File: src/rtl/mult_hilo_ctrl_if.sv
// Bundle of pipeline-side and multiplier-side signals of the HI/LO multiply sequencer.
// master: pipeline plus multiplier datapath (drives ops and mul_result/mul_end).
// slave: the sequencer itself.
interface mult_hilo_ctrl_if;
  // Pipeline side
  logic        op_valid;
  logic [2:0]  op_code;
  logic [31:0] rs_val;
  logic [31:0] rt_val;
  logic        stall;
  logic [31:0] rd_val;
  logic        busy;
  logic        timeout_err;
  // Multiplier datapath side
  logic        mul_work;
  logic [31:0] mul_lhs;
  logic [31:0] mul_rhs;
  logic [63:0] mul_result;
  logic        mul_end;
  // Architectural registers
  logic [31:0] hi;
  logic [31:0] lo;

  modport master (
    output op_valid, op_code, rs_val, rt_val, mul_result, mul_end,
    input  stall, rd_val, busy, timeout_err, mul_work, mul_lhs, mul_rhs, hi, lo
  );

  modport slave (
    input  op_valid, op_code, rs_val, rt_val, mul_result, mul_end,
    output stall, rd_val, busy, timeout_err, mul_work, mul_lhs, mul_rhs, hi, lo
  );
endinterface

File: src/rtl/mult_hilo_ctrl.sv
// Sequencer between the MIPS control unit and an iterative 32x32 multiplier.
// Owns HI/LO, converts signed operands to magnitudes, runs the work/end
// handshake with a bounded wait, sign-corrects the product and stalls the
// pipeline while a multiply is in flight.
module mult_hilo_ctrl #(
  parameter int unsigned TIMEOUT = 64,
  parameter int unsigned CNT_W   = 7   // needs 2**CNT_W > TIMEOUT
) (
  input logic             Clk,
  input logic             reset,
  mult_hilo_ctrl_if.slave bus
);

  localparam logic [2:0] OpMult  = 3'b001;
  localparam logic [2:0] OpMultu = 3'b010;
  localparam logic [2:0] OpMthi  = 3'b011;
  localparam logic [2:0] OpMtlo  = 3'b100;
  localparam logic [2:0] OpMfhi  = 3'b101;
  localparam logic [2:0] OpMflo  = 3'b110;

  // Last WAIT count before giving up; the TIMEOUT-th WAIT cycle has count TIMEOUT-1.
  localparam logic [CNT_W-1:0] CntLast = CNT_W'(TIMEOUT - 1);

  typedef enum logic [1:0] {
    StIdle,
    StStart,
    StWait,
    StFix
  } state_e;

  state_e            state_q;
  logic [31:0]       hi_q;
  logic [31:0]       lo_q;
  logic [31:0]       lhs_q;
  logic [31:0]       rhs_q;
  logic [63:0]       prod_q;
  logic              neg_q;
  logic              work_q;
  logic              terr_q;
  logic [CNT_W-1:0]  cnt_q;

  logic              busy;
  logic              real_op;
  logic [31:0]       rs_mag;
  logic [31:0]       rt_mag;
  logic [63:0]       prod_fixed;
  logic [31:0]       rd_val;

  // Decode, operand magnitudes, sign fix-up and the combinational pipeline outputs.
  always_comb begin
    busy       = (state_q != StIdle);
    real_op    = (bus.op_code != 3'b000) && (bus.op_code != 3'b111);
    // 0x80000000 negates to itself, which is the correct unsigned magnitude.
    rs_mag     = bus.rs_val[31] ? (~bus.rs_val + 32'd1) : bus.rs_val;
    rt_mag     = bus.rt_val[31] ? (~bus.rt_val + 32'd1) : bus.rt_val;
    prod_fixed = neg_q ? (~prod_q + 64'd1) : prod_q;
    rd_val     = 32'd0;
    if (bus.op_code == OpMfhi) begin
      rd_val = hi_q;
    end else if (bus.op_code == OpMflo) begin
      rd_val = lo_q;
    end
  end

  // Sequencer FSM with registered outputs; reset drops any in-flight multiply.
  always_ff @(posedge Clk) begin
    if (reset) begin
      state_q <= StIdle;
      hi_q    <= 32'd0;
      lo_q    <= 32'd0;
      lhs_q   <= 32'd0;
      rhs_q   <= 32'd0;
      prod_q  <= 64'd0;
      neg_q   <= 1'b0;
      work_q  <= 1'b0;
      terr_q  <= 1'b0;
      cnt_q   <= '0;
    end else begin
      // mul_work is only ever high for the single START cycle.
      work_q <= 1'b0;
      unique case (state_q)
        StIdle: begin
          if (bus.op_valid) begin
            case (bus.op_code)
              OpMult: begin
                lhs_q   <= rs_mag;
                rhs_q   <= rt_mag;
                neg_q   <= bus.rs_val[31] ^ bus.rt_val[31];
                work_q  <= 1'b1;
                state_q <= StStart;
              end
              OpMultu: begin
                lhs_q   <= bus.rs_val;
                rhs_q   <= bus.rt_val;
                neg_q   <= 1'b0;
                work_q  <= 1'b1;
                state_q <= StStart;
              end
              OpMthi:  hi_q <= bus.rs_val;
              OpMtlo:  lo_q <= bus.rs_val;
              default: ;
            endcase
          end
        end
        StStart: begin
          // mul_end is deliberately not looked at here: it may still be high
          // from the previous operation.
          cnt_q   <= '0;
          state_q <= StWait;
        end
        StWait: begin
          if (bus.mul_end) begin
            // Completion wins over a timeout landing in the same cycle.
            prod_q  <= bus.mul_result;
            state_q <= StFix;
          end else if (cnt_q == CntLast) begin
            terr_q  <= 1'b1;
            state_q <= StIdle;
          end else begin
            cnt_q <= cnt_q + CNT_W'(1);
          end
        end
        StFix: begin
          {hi_q, lo_q} <= prod_fixed;
          state_q      <= StIdle;
        end
        default: state_q <= StIdle;
      endcase
    end
  end

  assign bus.busy        = busy;
  assign bus.stall       = bus.op_valid & busy & real_op;
  assign bus.rd_val      = rd_val;
  assign bus.timeout_err = terr_q;
  assign bus.mul_work    = work_q;
  assign bus.mul_lhs     = lhs_q;
  assign bus.mul_rhs     = rhs_q;
  assign bus.hi          = hi_q;
  assign bus.lo          = lo_q;

endmodule

File: src/flat_wrapper.sv
// flat-port wrapper written by rule: the top's interface ports become plain ports
module mult_hilo_ctrl_flat 
#(
  parameter int unsigned TIMEOUT = 64,
  parameter int unsigned CNT_W   = 7                              
)
  (Clk, reset, bus_op_valid, bus_op_code, bus_rs_val, bus_rt_val, bus_mul_result, bus_mul_end, bus_stall, bus_rd_val, bus_busy, bus_timeout_err, bus_mul_work, bus_mul_lhs, bus_mul_rhs, bus_hi, bus_lo);
  mult_hilo_ctrl_if bus_i ();
  input logic Clk;
  input logic reset;
  input wire logic [$bits(bus_i.op_valid)-1:0] bus_op_valid;
  input wire logic [$bits(bus_i.op_code)-1:0] bus_op_code;
  input wire logic [$bits(bus_i.rs_val)-1:0] bus_rs_val;
  input wire logic [$bits(bus_i.rt_val)-1:0] bus_rt_val;
  input wire logic [$bits(bus_i.mul_result)-1:0] bus_mul_result;
  input wire logic [$bits(bus_i.mul_end)-1:0] bus_mul_end;
  output wire logic [$bits(bus_i.stall)-1:0] bus_stall;
  output wire logic [$bits(bus_i.rd_val)-1:0] bus_rd_val;
  output wire logic [$bits(bus_i.busy)-1:0] bus_busy;
  output wire logic [$bits(bus_i.timeout_err)-1:0] bus_timeout_err;
  output wire logic [$bits(bus_i.mul_work)-1:0] bus_mul_work;
  output wire logic [$bits(bus_i.mul_lhs)-1:0] bus_mul_lhs;
  output wire logic [$bits(bus_i.mul_rhs)-1:0] bus_mul_rhs;
  output wire logic [$bits(bus_i.hi)-1:0] bus_hi;
  output wire logic [$bits(bus_i.lo)-1:0] bus_lo;
  assign bus_i.op_valid = bus_op_valid;
  assign bus_i.op_code = bus_op_code;
  assign bus_i.rs_val = bus_rs_val;
  assign bus_i.rt_val = bus_rt_val;
  assign bus_i.mul_result = bus_mul_result;
  assign bus_i.mul_end = bus_mul_end;
  assign bus_stall = bus_i.stall;
  assign bus_rd_val = bus_i.rd_val;
  assign bus_busy = bus_i.busy;
  assign bus_timeout_err = bus_i.timeout_err;
  assign bus_mul_work = bus_i.mul_work;
  assign bus_mul_lhs = bus_i.mul_lhs;
  assign bus_mul_rhs = bus_i.mul_rhs;
  assign bus_hi = bus_i.hi;
  assign bus_lo = bus_i.lo;
  mult_hilo_ctrl #(.TIMEOUT(TIMEOUT), .CNT_W(CNT_W)) u_core (.Clk(Clk), .reset(reset), .bus(bus_i));
endmodule
File: config.mk
export PLATFORM = sky130hd
export DESIGN_NAME = mult_hilo_ctrl_flat
export DESIGN_NICKNAME = d
export VERILOG_FILES = /design/src/rtl/mult_hilo_ctrl_if.sv /design/src/rtl/mult_hilo_ctrl.sv /design/src/flat_wrapper.sv
export SDC_FILE = /design/constraint.sdc
export NUM_CORES = 1
export LEC_CHECK = 0
export ABC_AREA = 1
export CAP_MARGIN = 20
export CORE_ASPECT_RATIO = 1.1
export CORE_MARGIN = 5
export CORE_UTILIZATION = 39
export CTS_CLUSTER_DIAMETER = 80
export DETAILED_ROUTE_END_ITERATION = 10
export PLACE_DENSITY = 0.66
export SETUP_SLACK_MARGIN = 0.02
export SYNTH_ARGS = -nofsm -noshare
export SYNTH_HDL_FRONTEND = slang
export SYNTH_SLANG_ARGS = --single-unit
File: constraint.sdc
create_clock -name Clk -period 2.1 [get_ports Clk]
set_input_delay 0.315 -clock Clk [delete_from_list [all_inputs] [get_ports Clk]]
set_output_delay 0.315 -clock Clk [all_outputs]
set_load 0.05 [all_outputs]
Yosys cells after proc, flatten, opt, wreduce, memory -nomap -nowiden
Cells that the tools add are included.
- register bits after elaboration: 204
- word-level logic and storage cells: 80
- bits of input ports: 135
- multiplexer cells: 23
- add/sub/neg operators: 4
- reductions and logical operators: 16
- bitwise operators: 9
- equal/unequal tests: 18
- operator list (kind ; number):
    32-bit 2-to-1 mux ; 8
    32-bit case mux with 2 select lines ; 4
    32-bit by 1-bit adder with 32-bit output (second input constant) ; 2
    64-bit by 1-bit adder with 64-bit output (second input constant) ; 1
    64-bit 2-to-1 mux ; 1
    32-bit inverter ; 2
    64-bit inverter ; 1
    3-bit AND reduction ; 6
    7-bit 2-to-1 mux ; 2
    7-bit case mux with 2 select lines ; 1
    2-bit != test (second input constant) ; 6
    3-bit == test (second input constant) ; 3
    2-bit 2-to-1 mux ; 4
    2-bit case mux with 4 select lines ; 1
    2-bit nonzero test ; 4
    7-bit by 1-bit adder with 7-bit output (second input constant) ; 1
    7-bit by 6-bit == test with 1-bit output (second input constant) ; 1
    3-bit by 2-bit == test with 1-bit output (second input constant) ; 2
    2-bit == test (second input constant) ; 2
    3-bit by 1-bit == test with 1-bit output (second input constant) ; 1
    3-bit by 2-bit != test with 1-bit output (second input constant) ; 1
    3-bit != test (second input constant) ; 1
    1-bit inverter ; 3
    3-bit nonzero test ; 1
    other kinds (10) ; 11

Longest topological paths before layout
- depth after elaboration: 5
- gate-level depth with buffers: 13

Least setup slack after synthesis
OpenSTA, ideal clock, no wires.
- path kind: register to output
- start: register u_core.lo_q[2] (netlist: u_core.bus.lo[2])
- end: output bus_rd_val[2]
- required time: 1785 ps
- arrival: 1813 ps
- path slack: -28 ps
- cell stages (with the launch flop): 3
- path through: dfxtp_1 -> inv_1 -> o21ai_0
- longest elaborated chain between the ends: 2
- ends and longest elaborated chain (item ; RTL line ; source):
    start, declared ; mult_hilo_ctrl.sv:33 ; logic [31:0] lo_q;
    start signal, assigned ; mult_hilo_ctrl.sv:100 ; OpMtlo: lo_q <= bus.rs_val;
    start signal, assigned ; mult_hilo_ctrl.sv:124 ; {hi_q, lo_q} <= prod_fixed;
    32-bit 2-to-1 mux ; mult_hilo_ctrl.sv:60 ; end else if (bus.op_code == OpMflo) begin
    32-bit 2-to-1 mux ; mult_hilo_ctrl.sv:58 ; if (bus.op_code == OpMfhi) begin
    end, declared ; flat_wrapper.sv:18 ; output wire logic [$bits(bus_i.rd_val)-1:0] bus_rd_val;
No other way between the ends.

Worst setup path in the final report
- start: register u_core.lhs_q[28] (netlist: u_core.bus.mul_lhs[28])
- end: output bus_mul_lhs[28]
- RTL lines (item ; RTL line ; source):
    start, declared ; mult_hilo_ctrl.sv:34 ; logic [31:0] lhs_q;
    start signal, assigned ; mult_hilo_ctrl.sv:86 ; lhs_q <= rs_mag;
    start signal, assigned ; mult_hilo_ctrl.sv:93 ; lhs_q <= bus.rs_val;
    end, declared ; flat_wrapper.sv:22 ; output wire logic [$bits(bus_i.mul_lhs)-1:0] bus_mul_lhs;
No word-level cell between the ends.

==> impl_metrics.ini <==
[final_layout]
stdcell_count = 2750
antennaDiodeCount = 0
final_net_count = 2461
area_delta_synth_final_pct = 48.87
design_area_um2 = 17830
drive_above_1_share = 0.1353

[worst_setup_path]
start_kind = flop
cp-startpoint = u_core.bus.mul_lhs[28]$_SDFFE_PP0P_
worstSetupPathType = flop to output port
crit_chain = clkdlybuf4s50_1
cp.arrival_ps = 1750
worstPathMaxFanout = 2
rr_startpoint = u_core.prod_q[1]$_SDFFE_PP0P_
critPathBufInv = 1
end_kind = output port
cp.required_ps = 1780
crit_path_top_delay_cell = clkdlybuf4s50_1
cp_top_family = buffers and inverters
slowest_delay_ps = 830

[status]
status = complete, no violations

[sta]
hold_viol = 0
fmax_ghz = 0.4833
setup_ws_ps = 30.80
relSlewSlack = 0.5850
worstMarginPinSlew_ps = 621.5
skew_ps = 10.81
period_minus_slack_ps = 2069
rsz0062_at_grt = true
report.final.slew_viol_count = 0
setup_tns_ps = 0
timing.final.crit_share = 0.9853
setup_viol = 0

[die]
rows = 67
die-area_um2 = 34310
io_pins = 299
core_area_um2 = 30430
die_h_um = 193.8
initial_utilization = 0.3935
dieWidth_um = 177.1

[power]
intPower_mw = 8.597
p_sw_frac = 0.4051
power_density_nw_per_um2 = 810.6
total_power_mw = 14.45
pwr-share-seq = 0.305
leakagePower_nw = 8.228
peakVddDrop_v = 0.0006353
power.switching_mw = 5.853
pwr-share-comb = 0.412
p_clk_frac = 0.283

[synthesis]
ys_warn_count = 0
syn_avg_cell_area_um2 = 6.270
synth_top_area_cell = dfxtp_1
yosysTopAreaCellShare = 0.3410
synth_cells = 1910
seq_area_frac_synth = 0.3410
synth_common_cells = nand2_1 (373), inv_1 (273), nor2_1 (256)
yosysMostFrequentCell = nand2_1
yosysUniqueCellTypes = 44
synth-main-ff-cell = dfxtp_1
ys_seq_elements = 204
synth-edff-count = 0
yosys-top-cells-area = dfxtp_1 (34%), nand2_1 (12%), inv_1 (8.6%)
synthesis.nets = 2049
synth_area_um2 = 11980
synthArstFlopShare = 0

[grt]
grt_max_degree = 92
grt_pass1_wl_mm = 81.56
antenna_found_initial = 2
gr-total-overflow = 0
grt_use_total = 0.3017
grt_pass1_vias = 14210

[clock_tree]
cts_tree = built
clock_latency_ps = 540
cts_hold_buf = 0
path_clk_slew_ps = 70
cts_buffers = 25
htreeDepth = 1
cts.sinks = 204
cts-root-buf = clkbuf_16
cts.path.max_buffers = 3

[drt]
first_pass_iters = 6
vias = 14430
detail-route-antenna-nets = 0
post-route-drc-count = 0
initialDrtViolationCount = 1102
via_per_inst = 5.247
wl_per_cell_um = 19.57
drt_wl_total_mm = 53.81

[place]
gp_congestion = 0.9760
hpwlAfterDp_mm = 42.99
place_area_um2 = 16910
numPortBuffers = 298
place_inst = 2708
pre_cts_ws_ps = -215.0

[min_path]
hp-class = input pin to flop
min_from = reset

[job]
cap_violations = 0
==> placed cells by master, fill, tap and decap left out, types with 4 or more instances in the layout <==
| cell type | instances |
|---|---|
| nand2_1 | 367 |
| inv_1 | 270 |
| nor2_1 | 251 |
| clkdlybuf4s50_1 | 222 |
| dfxtp_1 | 203 |
| buf_4 | 161 |
| a21oi_1 | 148 |
| nand3_1 | 141 |
| o21ai_0 | 134 |
| o22ai_1 | 71 |
| buf_12 | 49 |
| o21ai_1 | 32 |
| a31oi_1 | 27 |
| xor2_1 | 26 |
| clkbuf_16 | 25 |
| dlymetal6s2s_1 | 21 |
| o211ai_1 | 17 |
| dlygate4sd2_1 | 17 |
| nand4_1 | 16 |
| nand2_2 | 11 |
| inv_2 | 10 |
| nor3_1 | 10 |
| nor2_2 | 8 |
| o22ai_2 | 8 |
| nand3_2 | 8 |
| xnor2_1 | 8 |
| nor2_4 | 6 |
| clkbuf_1 | 6 |
| nand3b_1 | 5 |
| a21o_1 | 5 |
| o221ai_1 | 5 |
| or2_2 | 5 |
| clkbuf_8 | 5 |
| nand2_4 | 4 |
| o21ai_2 | 4 |
| ha_1 | 4 |
==> worst paths after layout <==
check             slack [ps]                        endpoint  cells after the start
hold reg to reg          470    u_core.cnt_q[4]$_SDFFE_PP0P_                      2
setup / recovery          30                 bus_mul_lhs[28]                      1
setup reg to reg          90  u_core.bus.hi[11]$_SDFFE_PP0P_                     11
hold / removal           310  u_core.bus.mul_work$_SDFF_PP0_                      3
==> registers in the layout, indices dropped and copies added, names as in the netlist <==
signal                  flops
u_core.bus.hi              32
u_core.bus.lo              32
u_core.bus.mul_lhs         32
u_core.bus.mul_rhs         32
u_core.bus.mul_work         1
u_core.bus.timeout_err      1
u_core.cnt_q                7
u_core.neg_q                1
u_core.prod_q              64
u_core.state_q              2
==> power by group through the flow <==
stage	registers [mW]	clock network, mW	logic, mW
finish	4.40	4.10	5.95
global route	4.44	4.32	6.47
CTS	4.40	4.15	5.81
detailed placement	4.48	0	5.79
global placement	4.48	0	5.77
floorplan	4.94	0	2.91
==> cells by family (layout without fill, tap and decap cells) <==
kind of cell | count (synthesis) | after routing | share of synthesized area
compound gates | 462 | 462 | 0.2145
xor+xnor | 34 | 34 | 0.02487
fa+ha+maj | 4 | 4 | 0.004179
buf+inv | 370 | 796 | 0.1223
flops | 204 | 204 | 0.3410
simple gates | 836 | 836 | 0.2931
==> layer usage <==
metal,share of wire,track usage,vias up
met4,0.044,0.1169,4
met2,0.47,0.5190,610
met3,0.083,0.05285,118
li1,-,-,7078
met1,0.40,0.3741,6619
met5,0.00032,0,-
==> area by class of cell <==
| class | instances | area (um2) |
|---|---|---|
| Fill cell | 3001 | 12600 |
| Tap cell | 414 | 518.0 |
| Inverter | 281 | 1057 |
| Clock inverter | 5 | 38.79 |
| Multi-Input combinational cell | 1336 | 6549 |
| Timing Repair Buffer | 474 | 4862 |
| Sequential cell | 204 | 4085 |
| Clock buffer | 36 | 716.9 |
==> what timing repair did <==
item / CTS / global route
pin swaps: 0 / 2
cloned: 0 / 0
gates resized for setup: 28 / 42
endpoints found under the setup margin: 49 / 62
setup buffers: 0 / 1
==> stage by stage <==
stage | util | hold WS [ps]
after detailed placement | 0.5557 | 463.2
final | 0.5858 | 306.2
after global routing | 0.5858 | 338.9
after floorplan | - | 438.6
after global placement | 0.5557 | 450.6
after CTS | 0.5815 | 327.5
No activity file was read; power rests on OpenSTA's default activity.
==> patch, RTL diff (config.mk and constraints unchanged) <==
`CNT_W` is set to 7 in 2 places; all go to 6.
--- a/src/rtl/mult_hilo_ctrl.sv
+++ b/src/rtl/mult_hilo_ctrl.sv
@@ -4,7 +4,7 @@
 // pipeline while a multiply is in flight.
 module mult_hilo_ctrl #(
   parameter int unsigned TIMEOUT = 64,
-  parameter int unsigned CNT_W   = 7   // needs 2**CNT_W > TIMEOUT
+  parameter int unsigned CNT_W   = 6   // needs 2**CNT_W > TIMEOUT
 ) (
   input logic             Clk,
   input logic             reset,
--- a/src/flat_wrapper.sv
+++ b/src/flat_wrapper.sv
@@ -2,7 +2,7 @@
 module mult_hilo_ctrl_flat 
 #(
   parameter int unsigned TIMEOUT = 64,
-  parameter int unsigned CNT_W   = 7                              
+  parameter int unsigned CNT_W   = 6                              
 )
   (Clk, reset, bus_op_valid, bus_op_code, bus_rs_val, bus_rt_val, bus_mul_result, bus_mul_end, bus_stall, bus_rd_val, bus_busy, bus_timeout_err, bus_mul_work, bus_mul_lhs, bus_mul_rhs, bus_hi, bus_lo);
   mult_hilo_ctrl_if bus_i ();
Formal check against the unedited RTL: no difference found for any inputs over 4 cycles, from zero or initial values and one cycle with reset high; that may be too few to reach the edited logic, so the function may still have changed.
==> patch against the original RTL <==
  * Total power is 2.4% higher
  * Routed wire length is 2.0% lower
  * Critical endpoint is now bus_mul_lhs[11]
  * Cell area is 1.3% lower
  * Maximum frequency is 0.76% higher
  * Sequential cell count is 1 lower
  * Area after synthesis is 0.26% lower
  * Critical path depth stayed put
  * Die area is 0.25% lower
  * Setup slack better by 0.016 ns
==> patch: results (changes against the original RTL) <==
| Metric | Value |
|---|---|
| Detail Placement HPWL | `42200 um (was 43000 um)` |
| Clock Power Share | `30.1% (was 28.3%)` |
| Post-synth top area share | `34.0% (was 34.1%)` |
| Drt pass-1 iters | `5 (was 6)` |
| Worst hold path endpoint | `u_core.bus.mul_rhs[31] (was u_core.bus.mul_work)` |
| WL met3 | `3770 um (was 4460 um)` |
| Met3 GRT Util | `4.68% (was 5.28%)` |
| Global-route wire length before repair | `79500 um (was 81600 um)` |
| Dpl cells | `2684 (was 2708)` |
| Register area share after synthesis | `34.0% (was 34.1%)` |
| Mean Syn Cell Area | `6.27 sq um (about the same)` |
| P_int | `0.00886 W (was 0.00860 W)` |
| DRT met1 WL | `21800 um (was 21400 um)` |
| Final #Nets | `2436 (was 2461)` |
| Peak VDD IR | `0.000522 V (was 0.000635 V)` |
| Leak | `7.79 nW (was 8.23 nW)` |
| Initial antenna violation count | `0 (was 2)` |
| Logic pwr share | `40.2% (was 41.2%)` |
| Worst reg2reg path endpoint | `u_core.bus.hi[4] (was u_core.bus.hi[11])` |
| Netlist cell types | `43 (was 44)` |
| Worst-Margin Slew | `0.704 ns (was 0.622 ns)` |
| Fin crit period | `2.05 ns (was 2.07 ns)` |
| Layout cells sized above 1 | `13.0% (was 13.5%)` |
| Sw Share | `40.2% (was 40.5%)` |
| Detailed-route vias per instance | `5.17 (was 5.25)` |
| Setup crit end | `bus_mul_lhs[11] (was bus_mul_lhs[28])` |
| Max Used Layer | `met4 (was met5)` |
| Grt met1 use | `37.3% (was 37.4%)` |
| Layout Skew | `0.0187 ns (was 0.0108 ns)` |
| Vias post-DR | `14.1k (was 14.4k)` |
| GRT met2 Usage | `50.3% (was 51.9%)` |
| Routed WL | `52800 um (was 53800 um)` |
| Synth top area cells | `dfxtp_1 (34%), nand2_1 (12%), inv_1 (8.2%) (was dfxtp_1 (34%), nand2_1 (12%), inv_1 (8.6%))` |
| Area after DPL | `16700 sq um (was 16900 sq um)` |
| Outcome | `finished, final reports clean (unchanged)` |
| CP startpoint | `u_core.bus.mul_lhs[11] (was u_core.bus.mul_lhs[28])` |
| WL met2 | `24700 um (was 25500 um)` |
| Worst hold slack | `0.315 ns (was 0.306 ns)` |
| Routability congestion estimate | `1.03 (was 0.976)` |
| Cell depth of the worst flop-to-flop path | `10 (was 11)` |
-- patch: cell count changes in the layout (fill, tap and decap cells not counted), sizes merged, moves of 4 or more --
cell,before,now
buf,214,196
clkdlybuf4s50,222,238
dlymetal6s2s,21,6
o21ai,170,159
nor3,10,18
a21oi,148,155
nor2,265,258
o211ai,17,23
o22ai,79,85
a21o,5,1
clkbuf,36,40
nand3b,5,1
xor2,26,22
-- patch: kinds of logic (layout without fill, tap and decap cells) --
kind of cell / after synthesis / count (layout) / synth area share, %
AND/OR/NAND/NOR: 835 / 835 / 29.7
AO/OA/AOI/OAI: 458 / 458 / 21.2
XOR/XNOR: 32 / 32 / 2.35
adder cells (fa/ha/maj): 4 / 4 / 0.419
buffers and inverters: 373 / 783 / 12.3
flip-flops: 203 / 203 / 34.0
-- patch: final cells by class --
cell class,count,area (sq um)
Fill cell,3000,12800
Multi-Input combinational cell,1329,6460
Timing Repair Buffer,457,4650
Sequential cell,203,4070
Inverter,281,1050
Clock buffer,40,762
Tap cell,414,518
Clock inverter,5,81.3
